===== src/rtl/timer_pkg.sv =====
// timer_pkg: register map, control/status bit positions, FSM states
// and transfer helpers shared by the timer sequencing controller.
package timer_pkg;

  localparam logic [7:0] ADDR_TDR = 8'h00;
  localparam logic [7:0] ADDR_TCR = 8'h01;
  localparam logic [7:0] ADDR_TSR = 8'h02;

  localparam int TCR_LOAD   = 7;
  localparam int TCR_UPDOWN = 5;
  localparam int TCR_EN     = 4;

  localparam int TSR_OVF = 0;
  localparam int TSR_UDF = 1;

  typedef enum logic [2:0] {
    IDLE,
    WR_TDR,
    WR_LOAD,
    WR_EN,
    GAP,
    RD_TSR,
    WR_CLR,
    WR_DIS
  } state_e;

  typedef struct packed {
    logic       write;
    logic [7:0] addr;
    logic [7:0] wdata;
  } xfer_t;

  function automatic xfer_t wr(
    input logic [7:0] a,
    input logic [7:0] d
  );
    xfer_t x;
    x.write = 1'b1;
    x.addr  = a;
    x.wdata = d;
    return x;
  endfunction

  function automatic xfer_t rd(input logic [7:0] a);
    xfer_t x;
    x.write = 1'b0;
    x.addr  = a;
    x.wdata = 8'h00;
    return x;
  endfunction

  function automatic logic [7:0] tcr_load();
    logic [7:0] v;
    v = '0;
    v[TCR_LOAD] = 1'b1;
    return v;
  endfunction

  function automatic logic [7:0] tcr_run(
    input logic       dir,
    input logic [1:0] cks
  );
    logic [7:0] v;
    v = '0;
    v[TCR_UPDOWN] = dir;
    v[TCR_EN]     = 1'b1;
    v[1:0]        = cks;
    return v;
  endfunction

endpackage


===== src/rtl/apb_master_if.sv =====
// apb_master_if: APB phase sequencing. The request cycle is SETUP;
// ACCESS is held until pready. Address/data come from the requester.
module apb_master_if (
  input  logic       clk_i,
  input  logic       rst_i,
  input  logic       req_i,
  input  logic [7:0] addr_i,
  input  logic [7:0] wdata_i,
  input  logic       write_i,
  output logic       done_o,
  output logic [7:0] rdata_o,
  output logic       slverr_o,
  output logic       psel_o,
  output logic       penable_o,
  output logic       pwrite_o,
  output logic [7:0] paddr_o,
  output logic [7:0] pwdata_o,
  input  logic [7:0] prdata_i,
  input  logic       pready_i,
  input  logic       pslverr_i
);

  logic access_q;

  // enter ACCESS after SETUP, leave it on the completing pready
  always_ff @(posedge clk_i) begin
    if (rst_i) begin
      access_q <= 1'b0;
    end else if (req_i) begin
      access_q <= 1'b1;
    end else if (pready_i) begin
      access_q <= 1'b0;
    end
  end

  assign psel_o    = req_i | access_q;
  assign penable_o = access_q;
  assign pwrite_o  = write_i;
  assign paddr_o   = addr_i;
  assign pwdata_o  = wdata_i;
  assign done_o    = access_q & pready_i;
  assign rdata_o   = prdata_i;
  assign slverr_o  = pslverr_i;

endmodule


===== src/rtl/timer_seq_ctrl.sv =====
// timer_seq_ctrl: programs a timer over APB, polls its status flag,
// reloads in periodic mode and shuts the timer down on finish/stop/error.
module timer_seq_ctrl
  import timer_pkg::*;
#(
  parameter int POLL_GAP = 4
) (
  input  logic       sys_clk,
  input  logic       sys_rst,
  input  logic       cmd_valid,
  output logic       cmd_ready,
  input  logic [7:0] cmd_tdr,
  input  logic       cmd_dir,
  input  logic [1:0] cmd_cks,
  input  logic       cmd_periodic,
  input  logic       stop,
  output logic       psel,
  output logic       penable,
  output logic       pwrite,
  output logic [7:0] paddr,
  output logic [7:0] pwdata,
  input  logic [7:0] prdata,
  input  logic       pready,
  input  logic       pslverr,
  output logic       busy,
  output logic       evt,
  output logic       done,
  output logic       err
);

  localparam logic [7:0] GAP_LAST = 8'(POLL_GAP - 1);

  state_e     state_q;
  xfer_t      xfer_q;
  logic       req_q;
  logic [7:0] gap_q;
  logic       dir_q;
  logic [1:0] cks_q;
  logic       per_q;
  logic       evt_q;
  logic       done_q;
  logic       err_q;

  logic       xdone;
  logic [7:0] rdata;
  logic       slverr;
  logic       flag;

  apb_master_if u_apb (
    .clk_i     (sys_clk),
    .rst_i     (sys_rst),
    .req_i     (req_q),
    .addr_i    (xfer_q.addr),
    .wdata_i   (xfer_q.wdata),
    .write_i   (xfer_q.write),
    .done_o    (xdone),
    .rdata_o   (rdata),
    .slverr_o  (slverr),
    .psel_o    (psel),
    .penable_o (penable),
    .pwrite_o  (pwrite),
    .paddr_o   (paddr),
    .pwdata_o  (pwdata),
    .prdata_i  (prdata),
    .pready_i  (pready),
    .pslverr_i (pslverr)
  );

  assign flag = rdata[dir_q ? TSR_UDF : TSR_OVF];

  // sequencer: one APB request issued on entry to each transfer state
  always_ff @(posedge sys_clk) begin
    if (sys_rst) begin
      state_q <= IDLE;
      xfer_q  <= '0;
      req_q   <= 1'b0;
      gap_q   <= '0;
      dir_q   <= 1'b0;
      cks_q   <= '0;
      per_q   <= 1'b0;
      evt_q   <= 1'b0;
      done_q  <= 1'b0;
      err_q   <= 1'b0;
    end else begin
      req_q  <= 1'b0;
      evt_q  <= 1'b0;
      done_q <= 1'b0;
      if (xdone && slverr && state_q != WR_DIS) begin
        err_q   <= 1'b1;
        state_q <= WR_DIS;
        req_q   <= 1'b1;
        xfer_q  <= wr(ADDR_TCR, 8'h00);
      end else begin
        unique case (state_q)
          IDLE: if (cmd_valid) begin
            dir_q   <= cmd_dir;
            cks_q   <= cmd_cks;
            per_q   <= cmd_periodic;
            state_q <= WR_TDR;
            req_q   <= 1'b1;
            xfer_q  <= wr(ADDR_TDR, cmd_tdr);
          end
          WR_TDR: if (xdone) begin
            state_q <= WR_LOAD;
            req_q   <= 1'b1;
            xfer_q  <= wr(ADDR_TCR, tcr_load());
          end
          WR_LOAD: if (xdone) begin
            state_q <= WR_EN;
            req_q   <= 1'b1;
            xfer_q  <= wr(ADDR_TCR, tcr_run(dir_q, cks_q));
          end
          WR_EN: if (xdone) begin
            state_q <= GAP;
            gap_q   <= GAP_LAST;
          end
          GAP: begin
            if (stop) begin
              state_q <= WR_DIS;
              req_q   <= 1'b1;
              xfer_q  <= wr(ADDR_TCR, 8'h00);
            end else if (gap_q == 8'd0) begin
              state_q <= RD_TSR;
              req_q   <= 1'b1;
              xfer_q  <= rd(ADDR_TSR);
            end else begin
              gap_q <= gap_q - 8'd1;
            end
          end
          RD_TSR: if (xdone) begin
            if (flag) begin
              evt_q   <= 1'b1;
              state_q <= WR_CLR;
              req_q   <= 1'b1;
              xfer_q  <= wr(ADDR_TSR, 8'h00);
            end else begin
              state_q <= GAP;
              gap_q   <= GAP_LAST;
            end
          end
          WR_CLR: if (xdone) begin
            req_q <= 1'b1;
            if (per_q) begin
              state_q <= WR_LOAD;
              xfer_q  <= wr(ADDR_TCR, tcr_load());
            end else begin
              state_q <= WR_DIS;
              xfer_q  <= wr(ADDR_TCR, 8'h00);
            end
          end
          WR_DIS: if (xdone) begin
            err_q   <= err_q | slverr;
            done_q  <= 1'b1;
            state_q <= IDLE;
          end
        endcase
      end
    end
  end

  assign cmd_ready = (state_q == IDLE);
  assign busy      = (state_q != IDLE);
  assign evt       = evt_q;
  assign done      = done_q;
  assign err       = err_q;

endmodule


===== config.mk =====
export PLATFORM = sky130hd
export DESIGN_NAME = timer_seq_ctrl
export DESIGN_NICKNAME = d
export VERILOG_FILES = /design/src/rtl/timer_pkg.sv /design/src/rtl/apb_master_if.sv /design/src/rtl/timer_seq_ctrl.sv
export SDC_FILE = /design/constraint.sdc
export NUM_CORES = 1
export LEC_CHECK = 0
export ABC_CLOCK_PERIOD_IN_PS = 4000
export CAP_MARGIN = 5
export CORE_MARGIN = 1.5
export CORE_UTILIZATION = 51
export CTS_CLUSTER_SIZE = 28
export DETAILED_ROUTE_END_ITERATION = 10
export HOLD_SLACK_MARGIN = 0.12
export PLACE_DENSITY = 0.87
export RECOVER_POWER = 25
export SYNTH_ARGS = -nofsm -noshare
export SYNTH_HDL_FRONTEND = slang
export SYNTH_SLANG_ARGS = --single-unit

===== constraint.sdc =====
create_clock -name sys_clk -period 4 [get_ports sys_clk]
set_input_delay 0.8 -clock sys_clk [delete_from_list [all_inputs] [get_ports sys_clk]]
set_output_delay 0.8 -clock sys_clk [all_outputs]
set_load 0.1 [all_outputs]

==> flow_summary_export.csv <==
group,metric,value,unit
clock_tree,clock_latency,0.34,ns
grt,grt_start_max_net_pins,26,
floorplanning,start_util,53.7,%
clock_tree,post_cts_buffers,0,
clock_tree,clock-sinks,31,
yosys,synth_edf_count,0,
timing,finClkSkew,0.00840,ns
clock_tree,clockBufferDepth,2,
clock_tree,cts_resized,0,
worst_setup_path,worst_ep_arrival_time,2.03,ns
grt,grt_pass1_wl,6840,microns
worst_setup_path,critPathBufInv,1,
worst_setup_path,crit_type,"register to output port",
timing,fmax,353,MHz
detailed_routing,drtIter0Drc,41,
clock_tree,clock-root-buffer,"clkbuf_4",
detailed_routing,detail_route.wl_per_cell,14.0,microns
timing,max_slew_margin,32.4,%
timing,hold_violations,0,
worst_setup_path,path_cells,"or2_2 > clkdlybuf4s50_1",
run,maxCapViolCount,0,
timing,tightest_slew,1.01,ns
yosys,synth_cell_type_count,50,
floorplanning,rows,21,
detailed_routing,routed_wl,4100,microns
timing,fin_crit_sh,70.8,%
detailed_routing,detail_route.vias_per_cell,5.80,
yosys,synth_top_area_cell,"dfxtp_1",
clock_tree,cts_tree,"built",
clock_tree,numCtsBuffers,5,
clock_tree,ctsHoldBuffers,0,
yosys,ys.flop_type,"dfxtp_1",
place,portBuffers,37,
yosys,synth_cells,213,
worst_setup_path,critical_path.startpoint_type,"register",
clock_tree,clk_pin_slew,0.10,ns
floorplanning,dieHeight,62.5,microns
detailed_routing,drc,0,
timing,final.setup.tns,0,ns
floorplanning,num_io_pins,50,
yosys,ys_warn_count,0,
timing,whs,0.461,ns
yosys,synthesis.area,0.00181,sq mm
worst_setup_path,crit_path_end_kind,"output port",
floorplanning,fp.coreArea,0.00336,sq mm
detailed_routing,first_pass_iters,5,
worst_setup_path,crit_slowest_cell,"clkdlybuf4s50_1",
yosys,ys_seq_area_share,34.3,%
clock_tree,htree_num_levels,2,
worst_setup_path,crit_cells,2,
timing,setup_viol,0,
yosys,ys_top_cells_by_area,"dfxtp_1 34%, a21oi_1 6.4%, nor2_1 4.8%",
worst_setup_path,r2r_cells,7,
yosys,ys_seq_elements,31,
worst_setup_path,cp_max_fo,6,
grt,antenna_found_initial,0,
layout,nets,275,
timing,slew_violations,0,
yosys,avgSynthCellArea,8.48,sq um
worst_setup_path,critPathMaxStageDelay,1.11,ns
floorplanning,die_area,0.00391,sq mm
worst_hold_path,worstHoldPathCells,2,
grt,grt_use_total,21.7,%
worst_hold_path,hp-class,"register to register",
grt,grt_overflow,0,
place,dp_hpwl,3020,microns
place,gp_congestion,0.879,
floorplanning,die_w,62.5,microns
yosys,synthArstFlopShare,0,%
yosys,synth_top_area_share,34.3,%
layout,diodes,0,
layout,area_growth,20.8,%
layout,fillers,299,
worst_setup_path,required,3.20,ns
worst_setup_path,crit_family,"buffers and inverters",
detailed_routing,ant_nets,0,
layout,drive_above_1_share,13.4,%
timing,layout_min_cycle_time,2.83,ns
timing,grt_setup_unrepaired,"false",
run_status,outcome,"finished, final reports clean",
grt,grt_pass1_vias,1535,
detailed_routing,vias,1698,
==> worst paths after layout <==
| check | startpoint | to | slack, ns |
|---|---|---|---|
| setup / recovery | u_apb.penable_o$_SDFFE_PP0P_ | psel | 1.17 |
| hold / removal | xfer_q[2]$_SDFFE_PP0P_ | xfer_q[2]$_SDFFE_PP0P_ | 0.46 |
| setup reg to reg | gap_q[0]$_SDFFE_PP0P_ | xfer_q[5]$_SDFFE_PP0P_ | 1.51 |
| hold reg to reg | xfer_q[2]$_SDFFE_PP0P_ | xfer_q[2]$_SDFFE_PP0P_ | 0.46 |
==> metrics by stage <==
step	util (%)	cells	setup WS [ns]	cell area, sq um
2_1_floorplan	-	218	0.609	1830
3_3_place_gp	63.6	286	1.36	2140
3_5_place_dp	63.6	286	1.31	2140
4_1_cts	65.3	293	1.16	2200
5_1_grt	64.9	293	1.10	2180
6_report	64.9	293	1.17	2180
==> flip-flops by register name, summed over array words and instances, names as in the netlist <==
| name | flops |
|---|---|
| xfer_q | 11 |
| gap_q | 8 |
| state_q | 3 |
| cks_q | 2 |
| dir_q | 1 |
| done | 1 |
| err | 1 |
| evt | 1 |
| per_q | 1 |
| req_q | 1 |
| u_apb.penable_o | 1 |
==> worst min-delay path, cell delays in order, from the launching register on <==
cell     delay, ns
dfxtp_1       0.32
nand2_1       0.05
o21ai_0       0.06
==> per-layer routing <==
| layer | vias up | part of all wire, % | track usage [%] |
|---|---|---|---|
| met5 | - | 0 | 0 |
| met4 | 0 | 2.8 | 12.2 |
| met2 | 74 | 46 | 34.3 |
| met1 | 779 | 43 | 26.6 |
| met3 | 12 | 7.7 | 6.13 |
| li1 | 833 | - | - |
==> cells by family (layout without fill, tap and decap cells) <==
group                    after synthesis  in the layout  synth area share, %
AO/OA/AOI/OAI                         63             63                 27.2
XOR/XNOR                               1              1                0.485
adder cells (fa/ha/maj)                2              2                 1.38
buffers and inverters                 27             56                 9.00
flip-flops                            31             31                 34.3
multiplexers                           9              9                 5.06
other                                  1              6                0.208
AND/OR/NAND/NOR                       79             79                 22.3
==> placed cells by master (no fill, tap or decap), drive strengths merged, types with 2 or more instances in the layout <==
cell type      Yosys  routed
and2               4       4
nand2b             5       5
nor2              24      24
inv               11      11
a311oi             4       4
and3               2       2
clkbuf             3       7
nand4              5       5
mux2i              8       8
dfxtp             31      31
buf               13       2
o21a               3       3
o21ai             11      11
a211oi             7       7
dlygate4sd3        0       3
or3                2       2
clkdlybuf4s50      0      32
nor3               8       8
a221oi             5       5
nand3              8       8
or2                2       2
nand2             16      16
a21oi             23      23
conb               1       6
ha                 2       2
==> cell usage after synthesis, drive strengths merged (2+ instances only) <==
library cell and n:
nand4 5, a311oi 4, nor2 24, o21a 3, inv 11, o21ai 11, clkbuf 3, a211oi 7
nand2 16, a21oi 23, dfxtp 31, or2 2, and3 2, ha 2, nor3 8, a221oi 5
nand2b 5, and2 4, nand3 8, mux2i 8, or3 2, buf 13
==> cell type report <==
type,instances,area [sq um],area share [%]
sequential,31,621,28.4
tap,46,57.6,2.64
timing repair buffer,38,369,16.9
inverter,11,41.3,1.89
clock inverter,1,5.00,0.229
clock buffer,6,51.3,2.35
multi-input combinational,160,1040,47.5
Power is not shown: default switching activity piles up to over one toggle a cycle in this logic, so the estimate is an artifact.
